## config.mk

```make
export PLATFORM = sky130hd
export DESIGN_NAME = avalon_hex_to_seg_de1soc
export DESIGN_NICKNAME = d
export VERILOG_FILES = /design/src/rtl/avalon_hex_to_seg_de1soc_pkg.sv /design/src/rtl/avalon_hex_to_seg_de1soc_hex_to_seg.sv /design/src/rtl/avalon_hex_to_seg_de1soc.sv
export SDC_FILE = /design/constraint.sdc
export NUM_CORES = 1
export LEC_CHECK = 0
export ABC_CLOCK_PERIOD_IN_PS = 1700
export BUFFER_PORTS_ARGS = -buffer_cell sky130_fd_sc_hd__buf_2
export CORE_ASPECT_RATIO = 0.6
export CORE_MARGIN = 2
export CORE_UTILIZATION = 56
export CTS_CLUSTER_SIZE = 20
export DETAILED_ROUTE_END_ITERATION = 6
export PLACE_DENSITY = 0.88
export SYNTH_ARGS = -nofsm -noshare
export SYNTH_HDL_FRONTEND = slang
export SYNTH_SLANG_ARGS = --single-unit
```

## constraint.sdc

```tcl
create_clock -name clk -period 1.7 [get_ports clk]
set_clock_uncertainty 0.2 [all_clocks]
set_input_delay 0.085 -clock clk [delete_from_list [all_inputs] [get_ports clk]]
set_output_delay 0.085 -clock clk [all_outputs]
set_load 0.005 [all_outputs]
```

## src/rtl/avalon_hex_to_seg_de1soc_pkg.sv

```systemverilog
// Shared constants and types for the six-digit hex display block.
// Pattern table is active-low, bit0=a .. bit6=g.
package avalon_hex_to_seg_de1soc_pkg;

   localparam int NUM_DIGITS = 6;
   localparam int SEG_W      = 7;

   localparam logic [SEG_W-1:0] SEG_BLANK = 7'h7F;

   localparam logic [SEG_W-1:0] SEG_PAT [16] = '{
      7'h40, 7'h79, 7'h24, 7'h30, 7'h19, 7'h12, 7'h02, 7'h78,
      7'h00, 7'h10, 7'h08, 7'h03, 7'h46, 7'h21, 7'h06, 7'h0E
   };

   typedef struct packed {
      logic       en;
      logic [3:0] digit;
   } digit_reg_t;

endpackage

```

## src/rtl/avalon_hex_to_seg_de1soc_hex_to_seg.sv

```systemverilog
// Combinational hex digit to active-low 7-segment decode, blanked when disabled.
// Zero latency; no flow control.
module hex_to_seg
   import avalon_hex_to_seg_de1soc_pkg::*;
(
   input  logic [3:0]       i_digit,
   input  logic             i_enable,
   output logic [SEG_W-1:0] o_seg
);

   always_comb begin
      o_seg = SEG_BLANK;
      if (i_enable) begin
         o_seg = SEG_PAT[i_digit];
      end
   end

endmodule

```

## src/rtl/avalon_hex_to_seg_de1soc.sv

```systemverilog
// Avalon-MM write-only slave holding six digit registers that drive HEX0..HEX5.
// Display updates one edge after the write; accepts a write every cycle, never stalls.
module avalon_hex_to_seg_de1soc
   import avalon_hex_to_seg_de1soc_pkg::*;
(
   input  logic                             clk,
   input  logic                             rst_n,
   input  logic [2:0]                       avms_address_i,
   input  logic                             avms_write_i,
   input  logic [7:0]                       avms_writedata_i,
   output logic [NUM_DIGITS-1:0][SEG_W-1:0] segment_symbol_o
);

   digit_reg_t r_digits [NUM_DIGITS];
   digit_reg_t w_wr_reg;
   logic       w_unused_bits;

   assign w_wr_reg      = {avms_writedata_i[5], avms_writedata_i[3:0]};
   // Bits 4 and 7:6 carry no meaning on this slave.
   assign w_unused_bits = ^{avms_writedata_i[7:6], avms_writedata_i[4]};

   // Addresses 6 and 7 match no register and so fall through as no-ops.
   always_ff @(posedge clk) begin
      if (!rst_n) begin
         for (int i = 0; i < NUM_DIGITS; i++) begin
            r_digits[i] <= '0;
         end
      end else if (avms_write_i) begin
         for (int i = 0; i < NUM_DIGITS; i++) begin
            if (avms_address_i == 3'(i)) begin
               r_digits[i] <= w_wr_reg;
            end
         end
      end
   end

   for (genvar g = 0; g < NUM_DIGITS; g++) begin : g_dec
      hex_to_seg u_dec (
         .i_digit  (r_digits[g].digit),
         .i_enable (r_digits[g].en),
         .o_seg    (segment_symbol_o[g])
      );
   end

endmodule

```

==> out/summary.txt <==
HP Class: input pin to flip-flop
RSZ-0062 raised after global routing: true
Worst VDD drop: 0.000778 V
share of cells above drive strength 1: 0.537
Routed WL: 12.3 mm
Final WS setup: -0.345 ns
final instance area: 0.00448 mm²
Top reg by flops: r_digits
post-synthesis mux area share: 0.0514
Crit-path slowest cell: edfxtp_1
final core utilization: 0.896
vias in the first global route: 2720
#FFs+latches synth: 30
most instantiated library cell after synthesis: ha_1
adder-cell share of the synthesized area: 0.183
max_cap viols: 0
post-layout min period: 2.04 ns
synthesized-area fraction occupied by xor and xnor cells: 0
DRC errors left: 1
Critical Path End Type: output pin
Simple-Gate Fraction of Synth Area: 0.214
Setup Viol. Count Final: 42
post-route setup TNS: -9.99 ns
Gate Count Post-Synth: 299
Yosys cell types: 34
die width: 96.4 µm
Mapped Nets: 355
DRT iter0 DRCs: 445
fill cell total of the finished layout: 182
biggest registers after layout: r_digits: 30 flops
Port-buffer cells: 52
Largest register FFs: 30
synth top area cells: edfxtp_1, ha_1, and2_1
CP arrival: 1.76 ns
Starting Density: 0.574
leading area contributor after synthesis: edfxtp_1
DR vias/cell: 6.88
Most used DFF post-synth: edfxtp_1
Seq/Total Area, Yosys: 0.314
Ports: 56
violated checks: design-rule violations, negative setup slack
die height: 59.5 µm
syn avg cell area: 9.60 µm²
startpoint type of the worst setup path: flip-flop
final hold viol count: 0
Max Freq: 0.489 GHz
most frequent cells after synthesis: ha_1, and2_1, edfxtp_1
number of synthesized flops with an enable pin: 30
P&R area growth vs syn: 56.2%
htree depth: 2
detailed-route wire length per cell: 25.4 µm
drt first pass iters: 7
antenna-violating nets left: 0
critical path class: flip-flop to output pin
Max Buffers Root-to-Sink: 2
# clock sinks: 30
Core Area: 0.00500 mm²
Compound-Gate Fraction of Synth Area: 0.187
CP cell instances: ha_2 > nor2b_2 > o21ai_2 > o311ai_1 > buf_2
die area: 0.00574 mm²
area share of the largest cell type after synthesis: 0.314
Tot GR Track Use: 0.315
main combinational cell family by area after synthesis: simple AND/OR/NAND/NOR gates
status: complete, but fails checks
GPL Wtd Cong: 0.829
worst-margin pin slew: 0.579 ns
Clock transition at path regs: 0.08 ns
Leak: 1.77 nW
Inserted Clock Buffers: 5
post-synth design cell area: 0.00287 mm²
total congestion overflow: 0
CP delay by family, top: flip-flops
post-DP HPWL: 5.01 mm
PwrDens: 588 mW/mm²
Cell Area, Placed: 0.00329 mm²
Ys Warns: 0
fin crit share: 1.20
max-slew violation count: 0
Worst Path Max Fanout: 4
std cell rows: 20
Critical Path RT: 1.41 ns
asr flop ratio synth: 0
slowest stage delay, CP: 0.51 ns
fin nets: 472
vias post-DR: 3329
first-pass GRT wire length: 13.6 mm
CTS tree: yes
CTS Root Cell: clkbuf_8
antenna violations before repair: 0
largest net degree at the start of global routing: 15
Buf+Inv Stages, Crit Path: 1
normalized max-slew margin: 0.614
-- area by class of cell --
class,count,area [µm²],area share
sequential,30,901,0.201
clock buffer,5,68.8,0.0153
timing repair buffer,121,870,0.194
inverter,17,81.3,0.0181
multi-input combinational,241,2460,0.549
tap,66,82.6,0.0184
clock inverter,3,16.3,0.00363
antenna,1,2.50,0.000558
-- logic make-up after synthesis --
logic type                 count (synthesis)
and+or+nand+nor                          110
AOI/OAI and AO/OA                         75
adders and majority gates                 42
DFF                                       30
buffers and inverters                     28
muxes                                     14
-- through the flow --
stage	instances	power, W	setup WS [ns]	hold slack, ns
2_1_floorplan	299	0.00129	0.241	0.0832
3_3_place_gp	427	0.00150	0.0508	0.251
3_5_place_dp	427	0.00154	-0.0669	0.256
4_1_cts	466	0.00229	-0.213	0.0734
5_1_grt	483	0.00269	-0.382	0.127
6_report	484	0.00264	-0.345	0.124
-- power breakdown --
part | total [W] | internal, W | leakage, nW | switching [W]
clock | 0.000622 | 0.000281 | 0.0416 | 0.000341
combinational | 0.00104 | 0.000506 | 1.44 | 0.000533
sequential | 0.000977 | 0.000866 | 0.290 | 0.000110
-- per-layer routing --
metal / track usage / share of wire / vias up
li1: - / - / 1329
met1: 0.414 / 0.36 / 1563
met2: 0.525 / 0.46 / 318
met3: 0.0725 / 0.10 / 119
met4: 0.0946 / 0.082 / 0
met5: 0 / 0 / -
-- cell usage in the layout, fill, tap and decap left out, types with 3 or more instances in the layout --
cell / n
ha_2: 7
buf_2: 52
clkbuf_8: 5
buf_6: 21
o221ai_2: 3
o21ai_0: 4
nand3_2: 3
ha_4: 31
and2_1: 34
inv_1: 4
o21ai_1: 8
and2_4: 3
nor2b_1: 3
dlygate4sd3_1: 5
ha_1: 4
o211ai_1: 28
nor2_1: 8
a21boi_2: 3
buf_4: 43
edfxtp_1: 30
o311ai_1: 8
mux2i_1: 9
nand2b_1: 6
nand3_1: 15
inv_2: 6
nand2_2: 3
nand2_1: 11
o21ai_2: 7
nand2b_4: 13
inv_4: 7
-- worst paths after layout --
| kind | slack [ns] | depth (start not counted) | start | to |
|---|---|---|---|---|
| min | 0.12 | 3 | rst_n | r_digits[0][0]$_SDFFCE_PN0P_ |
| max | -0.34 | 5 | r_digits[3][1]$_SDFFCE_PN0P_ | segment_symbol_o[27] |
-- repair_timing --
item / 4_1_cts / 5_1_grt
hold buffers: 5 / 0
hold endpoints to repair: 27 / 0
pin swaps: 36 / 24
cloned: 0 / 0
setup endpoints to repair: 42 / 42
gates resized for setup: 116 / 62
setup buffers: 26 / 18
Power figures use the tool's default switching activity.
